$ cat config.mk
export PLATFORM = sky130hd
export DESIGN_NAME = modulo_contador_garrafas_bcd
export DESIGN_NICKNAME = d
export VERILOG_FILES = /design/src/rtl/modulo_contador_garrafas_bcd.sv
export SDC_FILE = /design/constraint.sdc
export NUM_CORES = 1
export LEC_CHECK = 0
export CAP_MARGIN = 0
export CORE_ASPECT_RATIO = 1.5
export CORE_MARGIN = 2
export CORE_UTILIZATION = 49
export CTS_BUF_LIST = sky130_fd_sc_hd__clkbuf_8
export DETAILED_ROUTE_END_ITERATION = 16
export PLACE_DENSITY_LB_ADDON = 0.08
export SLEW_MARGIN = 30
export SYNTH_ARGS = -nofsm -noshare
export SYNTH_HDL_FRONTEND = slang
export SYNTH_SLANG_ARGS = --single-unit
$ cat constraint.sdc
create_clock -name clk -period 3.4 [get_ports clk]
set_input_delay 0.34 -clock clk [delete_from_list [all_inputs] [get_ports clk]]
set_output_delay 0.34 -clock clk [all_outputs]
set_load 0.02 [all_outputs]
$ cat src/rtl/modulo_contador_garrafas_bcd.sv
// N-digit BCD bottle counter: synchronised sensor edges, saturation at a clamped limit.
// Define GARRAFAS_DEC_EN to add the `ret` input that decrements the count on removal.
module modulo_contador_garrafas_bcd #(
  parameter int N_DIG   = 2,
  parameter int SYNC_FF = 2
) (
  input  logic               clk,
  input  logic               rst_n,
  input  logic               sensor,
  input  logic               hab,
  input  logic               clr,
  input  logic [4*N_DIG-1:0] lim_bcd,
  output logic [4*N_DIG-1:0] dig_bcd,
  output logic               cheio,
  output logic               pulso_cheio,
  output logic               vazio
`ifdef GARRAFAS_DEC_EN
  ,
  input  logic               ret
`endif
);

  localparam int W = 4*N_DIG;

`ifdef GARRAFAS_DEC_EN
  localparam int NI = 2;
  logic [NI-1:0] raw;
  logic          rr;
  assign raw = {ret, sensor};
`else
  localparam int NI = 1;
  logic [NI-1:0] raw;
  logic          rr;
  assign raw = sensor;
`endif

  typedef enum logic [1:0] {
    PARADO,
    CONTANDO,
    CHEIO
  } st_t;

  st_t st, st_n;

  logic [SYNC_FF-1:0][NI-1:0] sq;
  logic [NI-1:0] sd;
  logic [NI-1:0] rise;
  logic          rs;
  logic [W-1:0]  lim;
  logic [W-1:0]  cnt_n;
  logic          pulso_n;
  logic          inc;
  logic          dec;

  assign rise = sq[SYNC_FF-1] & ~sd;
  assign rs   = rise[0];

`ifdef GARRAFAS_DEC_EN
  assign rr = rise[NI-1];
`else
  assign rr = 1'b0;
`endif

  function automatic logic [W-1:0] bcd_inc(input logic [W-1:0] v);
    logic         c;
    logic [W-1:0] r;
    c = 1'b1;
    r = v;
    for (int i = 0; i < N_DIG; i++) begin
      if (c) begin
        if (v[4*i +: 4] == 4'd9) begin
          r[4*i +: 4] = 4'd0;
        end else begin
          r[4*i +: 4] = v[4*i +: 4] + 4'd1;
          c = 1'b0;
        end
      end
    end
    return r;
  endfunction

  function automatic logic [W-1:0] bcd_dec(input logic [W-1:0] v);
    logic         b;
    logic [W-1:0] r;
    b = 1'b1;
    r = v;
    for (int i = 0; i < N_DIG; i++) begin
      if (b) begin
        if (v[4*i +: 4] == 4'd0) begin
          r[4*i +: 4] = 4'd9;
        end else begin
          r[4*i +: 4] = v[4*i +: 4] - 4'd1;
          b = 1'b0;
        end
      end
    end
    return r;
  endfunction

  // nibbles above 9 clamp to 9, so plain vector compares order like decimals
  always_comb begin
    lim = '0;
    for (int i = 0; i < N_DIG; i++) begin
      lim[4*i +: 4] = (lim_bcd[4*i +: 4] > 4'd9) ? 4'd9 : lim_bcd[4*i +: 4];
    end
  end

  always_ff @(posedge clk or negedge rst_n) begin
    if (!rst_n) st <= PARADO;
    else        st <= st_n;
  end

  always_comb begin
    st_n  = st;
    cnt_n = dig_bcd;
    inc   = 1'b0;
    dec   = 1'b0;
    if (clr) begin
      cnt_n = '0;
      if (!hab)             st_n = PARADO;
      else if (lim == '0)   st_n = CHEIO;
      else                  st_n = CONTANDO;
    end else if (!hab) begin
      st_n = PARADO;
    end else if (st == PARADO) begin
      st_n = (dig_bcd >= lim) ? CHEIO : CONTANDO;
    end else begin
      inc = rs & ~rr & (st == CONTANDO) & (dig_bcd < lim);
      dec = rr & ~rs & (dig_bcd != '0);
      if (inc)      cnt_n = bcd_inc(dig_bcd);
      else if (dec) cnt_n = bcd_dec(dig_bcd);
      st_n = (cnt_n >= lim) ? CHEIO : CONTANDO;
    end
  end

  always_comb begin
    pulso_n = (st_n == CHEIO) && ((st != CHEIO) || clr);
  end

  always_ff @(posedge clk or negedge rst_n) begin
    if (!rst_n) begin
      sq          <= '0;
      sd          <= '0;
      dig_bcd     <= '0;
      pulso_cheio <= 1'b0;
      vazio       <= 1'b1;
    end else begin
      sq          <= {sq[SYNC_FF-2:0], raw};
      sd          <= sq[SYNC_FF-1];
      dig_bcd     <= cnt_n;
      pulso_cheio <= pulso_n;
      vazio       <= (cnt_n == '0);
    end
  end

  assign cheio = (st == CHEIO);

endmodule

# After elaboration in Yosys (flattened, before gate mapping)
# Index checks and enable logic that the tools add are counted.
[word_totals]
ff_bits = 15
input_bits = 13
out_inout_bits = 11
word_cells = 53
[op_classes]
addsub = 2
n_lt_le_gt_ge = 5
n_eq_ne = 6
n_mux = 24
n_bitwise = 4
n_reduce_logical = 5
[ops]
columns = ["op", "count"]
rows = [
  ["8-bit two-way mux", 7],
  ["4-bit two-way mux", 5],
  ["8-bit >= comparator", 2],
  ["8-bit logical NOT", 2],
  ["2-bit two-way mux", 7],
  ["4-bit by 1-bit adder with 4-bit output, second input constant", 2],
  ["4-bit equality test, second input constant", 2],
  ["4-bit greater-than comparator, second input constant", 2],
  ["8-bit less-than comparator", 1],
  ["1-bit two-way mux", 5],
  ["2-bit equality test, second input constant", 2],
  ["1-bit bitwise AND", 3],
  ["2-bit by 1-bit equality test with 1-bit output, second input constant", 1],
  ["2-bit logical NOT", 1],
  ["2-bit inequality test, second input constant", 1],
  ["1-bit logical AND", 1],
  ["1-bit logical OR", 1],
  ["1-bit NOT", 1],
]

# Longest topological paths before layout
# Gate-level depths: netlist of run 1.
[depth]
ltp_word = 20
ltp_mapped = 18
mapped_depth_nobuf = 17

# Worst setup path before layout of run 1
# Ideal clock, no wire load.
[synth_path]
path_kind = "reg2reg"
startpoint = "reg dig_bcd[1]"
endpoint = "reg pulso_cheio"
setup_time_ns = 0.094
t_arrival_ns = 3.298
t_required_ns = 3.306
path_slack_ns = 0.008
stages_incl_launch_ff = 16
path_buffers = 1
period_less_slack_ns = 3.392
cell_sequence = "dfrtp_1 -> ha_1 -> nor2b_1 -> o211ai_1 -> a21oi_2 -> or3_1 -> clkbuf_1 -> nor2_1 -> nand2_1 -> mux2_1 -> ha_1 -> nor2b_1 -> o21ai_0 -> o211ai_1 -> nand2_1 -> a211oi_1"
[synth_via]
elab_chain_cells = 18
elab_cells_between_ends = 24
classes_between = "add/sub (1); order compare (3); eq/ne (2); mux (16); bitwise (1); reduce/logical (1)"
[synth_lines]
columns = ["element", "line_no", "source"]
rows = [
  ["start: declaration", "13", "output logic [4*N_DIG-1:0] dig_bcd,"],
  ["start signal: assignment", "150", "dig_bcd <= cnt_n;"],
  ["4-bit equality test", "71", "if (v[4*i +: 4] == 4'd9) begin"],
  ["1-bit two-way mux", "71", ""],
  ["1-bit two-way mux", "130", "if (inc) cnt_n = bcd_inc(dig_bcd);"],
  ["1-bit two-way mux", "125", "end else if (st == PARADO) begin"],
  ["1-bit two-way mux", "123", "end else if (!hab) begin"],
  ["1-bit two-way mux", "118", "if (clr) begin"],
  ["4-bit two-way mux", "70", "if (c) begin"],
  ["8-bit two-way mux", "130", ""],
  ["[3 not listed]", "-", ""],
  ["8-bit >= comparator", "132", "st_n = (cnt_n >= lim) ? CHEIO : CONTANDO;"],
  ["2-bit two-way mux", "132", ""],
  ["2-bit two-way mux (*)", "125", ""],
  ["2-bit two-way mux (*)", "123", ""],
  ["2-bit two-way mux (*)", "118", ""],
  ["2-bit equality test (*)", "137", "pulso_n = (st_n == CHEIO) && ((st != CHEIO) || clr);"],
  ["1-bit logical AND (*)", "137", ""],
  ["net pulso_n", "51", "logic pulso_n;"],
  ["end signal: assignment", "151", "pulso_cheio <= pulso_n;"],
  ["end: declaration", "15", "output logic pulso_cheio,"],
]
# Mark *: on every way through the listed nets, which the timed path passes. The rest lies on a longest branch. The select of a mux whose other input is x is not followed.

# Worst setup path in the final report of run 1
# Ends and elaborated chain as after synthesis.

==> results.md, run 1 <==
- CP cell instances: ha_4, nor2b_1, o211ai_1, buf_4, a21oi_2, or3_4, nor2_4, buf_4, buf_4, nand2_1, o21ai_1, ha_1, a21oi_1, nor2b_1, o21ai_1, o211ai_1, nand2_1, a211oi_2
- Initial DRT Pass Iterations: 4
- Dpl hpwl: 3.04 mm
- Residual DRC: 0
- Fin crit share: 96.0%
- Largest net degree at the start of global routing: 16
- Num Clock Sinks: 15
- CP startpoint kind: register
- Reg-to-reg slack, setup: between 0.1 and 0.15 ns
- Final Hold Violating Endpoints: 0
- Crit path time final: 3.26 ns
- Initial antenna violation count: 0
- Asr flop ratio synth: 100%
- Sequential share of the synthesized area: approximately 28%
- P_sw: around 98 µW
- Max clock buf depth: 2
- VDD IR-drop max: 0.408 mV
- Vias in the first global route: around 1.4k
- Pwr dens: between 200 and 250 mW/mm²
- First-pass GRT wire length: between 5 and 6 mm
- Critical path's slowest cell: or3_4
- Site Rows: 23
- Synth Instances: 160
- Setup violators final: 0
- Post-layout util: 76.3%
- Layout cells sized above 1: between 30% and 40%
- Comb pwr share: between 20% and 30%
- Mean Syn Cell Area: between 8 and 9 µm²
- Share of power burned in registers: between 40% and 50%
- Post-synth top cells: 20 x ha_1, 18 x nor2_1, 14 x a21oi_1, 14 x dfrtp_1, 12 x nand2_1
- Initial DRC count: 15
- Root Driver: clkbuf_8
- Pleak: approximately 0.9 nW
- Clock-pin slew on the worst setup and hold paths: roughly 0.050 ns
- I/O pin total: 24
- H-tree Lvls: 1
- Post-synth top area share: 26.1%
- Layout Nets: ~250
- Maximum Capacitance Violations: 0
- Avg Vias per Cell: around 5.6
- Most used cell along the critical path: buf_4
- Initial Util: 50.7%
- Int Power: around 310 µW
- Prevailing post-synth register cell: dfrtp_1
- Synth area leaders: dfrtp_1 26%, ha_1 19%, a21oi_1 5.2%, nor2_1 5.0%, mux2_1 3.4%
- CP Max Fanout: 7
- Crit Path Category: reg -> reg
- Clock power share: between 30% and 40%
- Synth area leader: dfrtp_1
- Clk_lat worst skew: between 0.2 and 0.25 ns
- Core area: between 0.002 and 0.003 mm²
- Die area: 0.00318 mm²
- Wire per inst: 15.6 µm
- Worst hold path class: reg -> reg
- Synthesized area: roughly 0.0013 mm²
- Die Ht: roughly 68 µm
- Area Overhead vs Synth: 50.4%
- Ant. Diodes: 0
- Gpl congestion: 0.830
- Slew HR: between 50 and 60%
- Total GRT Usage: between 20% and 30%
- Flops & latches, synth: 15
- Drt total wl: approximately 4 mm
- CTS tree: yes
- Fmax achieved: between 300 and 400 MHz
- CP required: about 3.5 ns
- Slew @ Worst Pin: 0.613 ns
- Worst Path Arrival: about 3.4 ns
- Final Max Slew Viols: 0
- Status: completed
- PortBufs: 23
- EDFF count, synth: 0
- Num CTS Buffers: 3
- # hold bufs at CTS: 0
- Via count: 1435
- Max Clock Skew: about 0.0015 ns
- Ys Warns: 0
- Max stage delay on crit path: roughly 0.45 ns
- Count of different cell masters after synthesis: 40
- Final ANT Viol Nets: 0
- Most frequent cell after synthesis: ha_1
- Total congestion overflow: 0
- WP buf/inv: 3
- Top delay family on crit path: simple AND/OR/NAND/NOR gates
- Setup_tns: 0 ns
- Crit end category: register
- Die W: 46.7 µm
- Syn_nets: about 190
- Switch share: 23.9%
==> worst paths after layout <==
check	start	to	depth (start not counted)
hold reg to reg	sq[0]$_DFF_PN0_	sq[1]$_DFF_PN0_	0
setup reg to reg	dig_bcd[1]$_DFF_PN0_	pulso_cheio$_DFF_PN0_	18
max in group asynchronous	rst_n	dig_bcd[1]$_DFF_PN0_	1
min in group asynchronous	rst_n	sq[1]$_DFF_PN0_	1
hold / removal	sq[0]$_DFF_PN0_	sq[1]$_DFF_PN0_	0
setup / recovery	dig_bcd[1]$_DFF_PN0_	pulso_cheio$_DFF_PN0_	18
==> area by class of cell <==
class / count / area, µm²
flip-flops and latches: 15 / 378
clock inverters: 1 / 3.75
multi-input cells: 133 / 1020
clock buffers: 3 / 41.3
well taps: 37 / 46.3
inverters: 10 / 37.5
repair buffers: 56 / 489
fillers: 189 / 628
==> power groups by stage <==
| stage | Sequential, mW | Combinational [mW] | Clock, mW |
|---|---|---|---|
| 2_1_floorplan | 0.190 | 0.0348 | 0 |
| 3_3_place_gp | 0.189 | 0.0807 | 0 |
| 3_5_place_dp | 0.189 | 0.0831 | 0 |
| 4_1_cts | 0.186 | 0.0855 | 0.135 |
| 5_1_grt | 0.187 | 0.102 | 0.148 |
| 6_report | 0.186 | 0.0939 | 0.130 |
==> timing repair <==
action                                 in CTS  in global routing
resized for setup                          11                 19
pin swaps                                   6                 11
endpoints found under the hold margin       0                  0
setup endpoints to repair                   3                  3
buffers inserted                            1                  5
==> state kept, by name, summed over array words and instances (netlist names) <==
| signal | count |
|---|---|
| dig_bcd | 8 |
| sq | 2 |
| st | 2 |
| pulso_cheio | 1 |
| sd | 1 |
| vazio | 1 |
==> layout by cell type (no fill, tap or decap), types with 3 or more instances in the layout <==
| cell | instances |
|---|---|
| o21ai_0 | 6 |
| clkbuf_8 | 3 |
| mux2_1 | 3 |
| a21oi_1 | 10 |
| a21o_1 | 3 |
| clkdlybuf4s50_1 | 16 |
| dfrtp_1 | 13 |
| nand4_1 | 4 |
| dlymetal6s2s_1 | 5 |
| buf_4 | 33 |
| nor2b_1 | 3 |
| nand3_1 | 6 |
| nor3_1 | 7 |
| ha_1 | 17 |
| a21oi_2 | 6 |
| o21ai_1 | 7 |
| inv_1 | 9 |
| ha_4 | 3 |
| nor2_1 | 17 |
| nand2_1 | 10 |
==> metrics by stage <==
stage	cells	area, µm²	hold slack, ns	setup slack (ns)	total power [mW]
4_1_cts	250	1900	0.365	0.0110	0.406
6_report	255	2020	0.357	0.136	0.410
5_1_grt	255	2020	0.371	-0.0389	0.437
2_1_floorplan	160	1340	0.0444	0.00756	0.225
3_5_place_dp	245	1810	0.342	-0.697	0.272
3_3_place_gp	245	1810	0.344	-0.626	0.270
==> metal layers <==
metal	wire length (µm)	GRT usage (%)	vias up
met3	151	3.17	6
met2	2190	47.9	31
li1	-	-	703
met5	0	0	-
met1	1610	30.2	695
met4	37	7.99	0
==> kinds of logic (layout without fill, tap and decap cells) <==
family          count (synthesis)  count (layout)  synth area share (%)
compound gates                 41              41                  18.3
mux                             6               6                  4.85
simple gates                   66              66                  26.8
fa+ha+maj                      20              20                  18.6
buf+inv                        12              70                  3.35
flops                          15              15                  28.1
No activity file was read; power rests on OpenSTA's default activity.
==> run 2: changes to the inputs <==
- MAX_ROUTING_LAYER: not set -> met4
- TNS_END_PERCENT: not set -> 5
==> run 2 against run 1 <==
Sequential power is essentially flat. Non-clock buffer count is the same. Register-to-register slack is essentially flat. Via count shrank 0.63%. Count of clock-buffer cells in the layout is the same. Combinational power is essentially flat. Largest power group unchanged. Critical path depth is the same. Clock skew is essentially flat. Final cell count is the same. Wire length shrank 0.98%. Die area is the same. Critical path type unchanged. Design area is the same.
==> results.md, run 2 (synthesized netlist as in run 1, its figures left out) <==
- Maximum Capacitance Violations: 0
- Slew HR: just under 60%
- Drt total wl: around 3.9 mm
- Pleak: about 0.91 nW
- Max stage delay on crit path: 0.44 ns
- Commonest cells after routing, fill and taps aside: 33 x buf_4, 17 x nor2_1, 17 x ha_1
- CP cell instances: ha_4, nor2b_1, o211ai_1, buf_4, a21oi_2, or3_4, nor2_4, buf_4, buf_4, nand2_1, o21ai_1, ha_1, a21oi_1, nor2b_1, o21ai_1, o211ai_1, nand2_1, a211oi_2
- Top delay family on crit path: simple AND/OR/NAND/NOR gates
- CP startpoint kind: register
- Core area: roughly 0.0026 mm²
- Overall power: just over 400 µW
- Regs by FF count: dig_bcd: 8 flops, sq: 2 flops, st: 2 flops
- Root Driver: clkbuf_8
- H-tree Lvls: 1
- CTS tree: yes
- Largest net degree at the start of global routing: 16
- WP buf/inv: 3
- Via count: 1426
- Ant. Diodes: 0
- Dpl hpwl: 3.04 mm
- Fin crit share: a little over nine tenths
- # hold bufs at CTS: 0
- Reg-to-reg slack, setup: between 0.1 and 0.15 ns
- Worst hold path class: reg -> reg
- R2r worst-path depth: 18
- Site Rows: 23
- Crit path time final: 3.25 ns
- Dpl ws: -0.697 ns
- Die W: between 40 and 50 µm
- Critical path's slowest cell: dfrtp_2
- Total congestion overflow: 0
- Avg Vias per Cell: between 5 and 6
- Initial DRC count: 19
- CP required: approximately 3.5 ns
- Max Clock Skew: approximately 0.0014 ns
- Hold path depth: 0
- Layout cells sized above 1: a little under a third
- Die Ht: around 68 µm
- Initial antenna violation count: 0
- Fill cell count: roughly 190
- First-pass GRT wire length: ~6.0 mm
- Clock-pin slew on the worst setup and hold paths: around 0.050 ns
- Gpl congestion: 0.843
- Number of stages on the worst setup path: 18
- R2r endpoint: pulso_cheio$_DFF_PN0_
- CP Max Fanout: 7
- Worst Path Arrival: ~3.4 ns
- Crit path capture: pulso_cheio$_DFF_PN0_
- Fmax achieved: ~300 MHz
- Worst setup margin: ~0.15 ns
- Die area: around 0.0032 mm²
- Hold Worst Slack: between 0.3 and 0.4 ns
- Final Hold Violating Endpoints: 0
- Critical Path Start: dig_bcd[1]$_DFF_PN0_
- Crit end category: register
- Pwr dens: 203 mW/mm²
- I/O pin total: 24
- Max clock buf depth: 2
- Layout Nets: around 250
- PortBufs: 23
- Reg-to-reg startpoint: dig_bcd[1]$_DFF_PN0_
- Status: completed
- Residual DRC: 0
- Area Overhead vs Synth: 50.4%
- Final Max Slew Viols: 0
- Largest Register: dig_bcd
- Total GRT Usage: a little over a quarter
- Initial DRT Pass Iterations: 4
- Final ANT Viol Nets: 0
- Crit Path Category: reg -> reg
- Clk_lat worst skew: around 0.24 ns
- Vias in the first global route: between 1k and 1.5k
- VDD IR-drop max: between 0.4 and 0.5 mV
- Flip-flop count of the largest register after layout: 8
- Most common cell after layout, fill and taps aside: buf_4
- Initial Util: around half
- Num CTS Buffers: 3
- Num Clock Sinks: 15
- Slew @ Worst Pin: 0.613 ns
- Setup violators final: 0
- Wire per inst: 15.5 µm
- Most used cell along the critical path: buf_4
## run 2: area by class of cell
type	instances	area, µm²	share of cell area [%]
Multi-Input combinational cell	133	1020	50.7
Timing Repair Buffer	56	489	24.2
Sequential cell	15	378	18.7
Tap cell	37	46.3	2.29
Clock buffer	3	41.3	2.04
Inverter	10	37.5	1.86
Clock inverter	1	3.75	0.186
## run 2: through the flow
| step | cell area (µm²) | cells | utilization [%] | setup TNS, ns |
|---|---|---|---|---|
| final | 2020 | 255 | 76.3 | 0 |
| after global routing | 2020 | 255 | 76.3 | -0.0586 |
| after CTS | 1900 | 250 | 71.6 | 0 |
| after detailed placement | 1810 | 245 | 68.5 | -1.99 |
| after global placement | 1810 | 245 | 68.5 | -1.82 |
| after floorplan | 1340 | 160 | - | 0 |
## run 2: how the worst min path moves through the flow
| stage | from | endpoint |
|---|---|---|
| after CTS | sq[0]$_DFF_PN0_ | sq[1]$_DFF_PN0_ |
| after detailed placement | sq[0]$_DFF_PN0_ | sq[1]$_DFF_PN0_ |
| after global routing | sq[0]$_DFF_PN0_ | sq[1]$_DFF_PN0_ |
| final | sq[0]$_DFF_PN0_ | sq[1]$_DFF_PN0_ |
| after global placement | sq[0]$_DFF_PN0_ | sq[1]$_DFF_PN0_ |
| after floorplan | rst_n | dig_bcd[0]$_DFF_PN0_ |
## run 2: where the power goes
| part | switching [mW] | internal [mW] |
|---|---|---|
| combinational | 0.0446 | 0.0493 |
| sequential | 0.00273 | 0.184 |
| clock | 0.0508 | 0.0794 |
## run 2: what timing repair did
| action | 4_1_cts | 5_1_grt |
|---|---|---|
| endpoints found under the setup margin | 3 | 3 |
| buffers inserted | 1 | 5 |
| pin swaps | 6 | 11 |
| cloned | 0 | 0 |
| gates resized for setup | 11 | 19 |
## run 2: layer usage
layer | part of all wire (%) | global-route usage [%] | wire length (µm) | vias to the layer above
met3 | 3.2 | 3.17 | 126 | 6
met2 | 55 | 47.9 | 2190 | 29
met4 | 0.94 | 7.99 | 37 | 0
met5 | 0 | - | 0 | -
met1 | 41 | 30.0 | 1600 | 690
li1 | - | - | - | 701
## run 2: worst reg2reg max path, delay by kind of cell, from the launching register on
| kind | cells | cell delay [ns] |
|---|---|---|
| AOI/OAI and AO/OA | 7 | 0.85 |
| DFF | 1 | 0.44 |
| adders and majority gates | 2 | 0.51 |
| and+or+nand+nor | 6 | 0.97 |
| buffers and inverters | 3 | 0.37 |
==> run 3: changes to the inputs <==
- CORE_UTILIZATION: 49 -> 50
- clock period: 3.4 -> 3.85 ns (I/O delays scaled with it)
==> run 3 against run 2 <==
Worst setup slack gained 0.13 ns. Via count down 6.4%. Highest routed layer unchanged. Largest power group unchanged. Die area fell by 1.9%.
==> results.md, run 3 (synthesized netlist as in run 1, its figures left out) <==
- Pwr dens: between 200 and 250 mW/mm²
- Wire per inst: 14.8 µm
- Clk_lat worst skew: 0.25 ns
- Final Hold Violating Endpoints: 0
- Avg Vias per Cell: roughly 5.7
- Die area: roughly 0.0031 mm²
- Total GRT Usage: 25.9%
- Hold path depth: 0
- Fmax achieved: roughly 280 MHz
- Slew @ Worst Pin: between 0.6 and 0.7 ns
- Slew HR: between 50% and 60%
- CP cell instances: clkdlybuf4s50_1, nand2_1, ha_1, nor2b_1, o211ai_1, a21oi_2, or3_4, nor2_4, nand2_1, mux2_1, ha_1, nand4_1, o211ai_1, nand2_1, a211oi_1
- Flip-flop count of the largest register after layout: 8
- P_sw: just over 90 µW
- Dpl hpwl: 2.84 mm
- H-tree Lvls: 1
- Num Clock Sinks: 15
- Number of stages on the worst setup path: 15
- Post-layout util: approximately two thirds
- WP buf/inv: 1
- Final ANT Viol Nets: 0
- Setup violators final: 0
- Share of power burned in registers: a little under half
- Num CTS Buffers: 3
- Site Rows: 23
- Worst Path Arrival: approximately 3.7 ns
- Drt total wl: around 3.5 mm
- # Post-CTS Setup Buffers: 0
- Initial DRT Pass Iterations: 4
- Clock power share: 35.6%
- Ant. Diodes: 0
- Gpl congestion: about 0.80
- Largest Register: dig_bcd
- Top delay family on crit path: simple AND/OR/NAND/NOR gates
- Core area: about 0.0026 mm²
- Max Clock Skew: between 0.001 and 0.0015 ns
- Maximum Capacitance Violations: 0
- Initial Util: approximately 51%
- Initial antenna violation count: 0
- Post-DP Area: 0.00170 mm²
- Die W: between 40 and 50 µm
- Crit path time final: about 3.6 ns
- Max clock buf depth: 2
- Cells after DPL: between 200 and 250
- Comb pwr share: a little under a fifth
- I/O pin total: 24
- Fin crit share: a little over 90%
- Regs by FF count: dig_bcd: 8 flops, sq: 2 flops, st: 2 flops
- Worst hold path class: reg -> reg
- Commonest cells after routing, fill and taps aside: 23 x clkdlybuf4s50_1, 20 x ha_1, 17 x nor2_1
- Total congestion overflow: 0
- Most common cell after layout, fill and taps aside: clkdlybuf4s50_1
- Layout cells sized above 1: between 10% and 20%
- First-pass GRT wire length: between 5 and 6 mm
- Initial DRC count: 19
- Status: completed
- Area Overhead vs Synth: 31.4%
- Setup_tns: 0 ns
- R2r worst-path depth: 13
- Pleak: 0.751 nW
- Most used cell along the critical path: nand2_1
- Layout Nets: 231
- Overall power: 359 µW
- Via count: 1335
- Hold Worst Slack: between 0.3 and 0.4 ns
- CP Max Fanout: 7
- Dpl ws: -0.170 ns
- Crit Path Category: in -> reg
- Final non-filler cell total: approximately 230
- Int Power: between 200 and 300 µW
- Die Ht: 67.5 µm
- Critical path's slowest cell: clkdlybuf4s50_1
- Worst setup margin: roughly 0.28 ns
- Clock-pin slew on the worst setup and hold paths: approximately 0.06 ns
- Largest net degree at the start of global routing: 16
- VDD IR-drop max: 0.268 mV
- Vias in the first global route: roughly 1.3k
- Crit end category: register
- CP startpoint kind: primary input
- Post-Layout Inst Area: ~0.0018 mm²
- RSZ-0062 raised after global routing: no
- CTS tree: yes
- Switch share: 25.7%
- Final Max Slew Viols: 0
- Residual DRC: 0
- PortBufs: 23
- Root Driver: clkbuf_8
- Max stage delay on crit path: 0.50 ns
- CP required: around 4.0 ns
==> run 3: timing repair <==
action                                  4_1_cts  5_1_grt
gates resized for setup                       0        4
hold buffers                                  0        0
endpoints found under the setup margin        0        3
hold endpoints to repair                      0        0
==> run 3: area by class of cell <==
cell class	instances	area, µm²
repair buffers	35	320
clock inverters	1	5.00
fillers	226	855
clock buffers	3	41.3
multi-input cells	133	937
inverters	10	37.5
well taps	37	46.3
flip-flops and latches	15	377
==> run 3: path summary, 6_finish.rpt <==
check	to	start	slack, ns
min	sq[1]$_DFF_PN0_	sq[0]$_DFF_PN0_	0.38
min reg2reg	sq[1]$_DFF_PN0_	sq[0]$_DFF_PN0_	0.38
max in group asynchronous	dig_bcd[2]$_DFF_PN0_	rst_n	2.90
max	pulso_cheio$_DFF_PN0_	lim_bcd[1]	0.28
min in group asynchronous	st[1]$_DFF_PN0_	rst_n	0.54
max reg2reg	pulso_cheio$_DFF_PN0_	dig_bcd[1]$_DFF_PN0_	0.56
==> run 3: power groups by stage <==
stage | logic (mW) | registers [mW] | clock network, mW
floorplan | 0.0307 | 0.168 | 0
global placement | 0.0637 | 0.167 | 0
finish | 0.0668 | 0.164 | 0.128
detailed placement | 0.0657 | 0.167 | 0
global route | 0.0752 | 0.165 | 0.138
CTS | 0.0659 | 0.164 | 0.129
==> run 3: routing by layer <==
layer	GRT usage, %	share of wire, %	up-vias
met3	4.81	4.5	6
met4	6.07	1.4	0
met2	46.9	56	37
li1	-	-	664
met1	28.1	38	628
met5	-	0	-
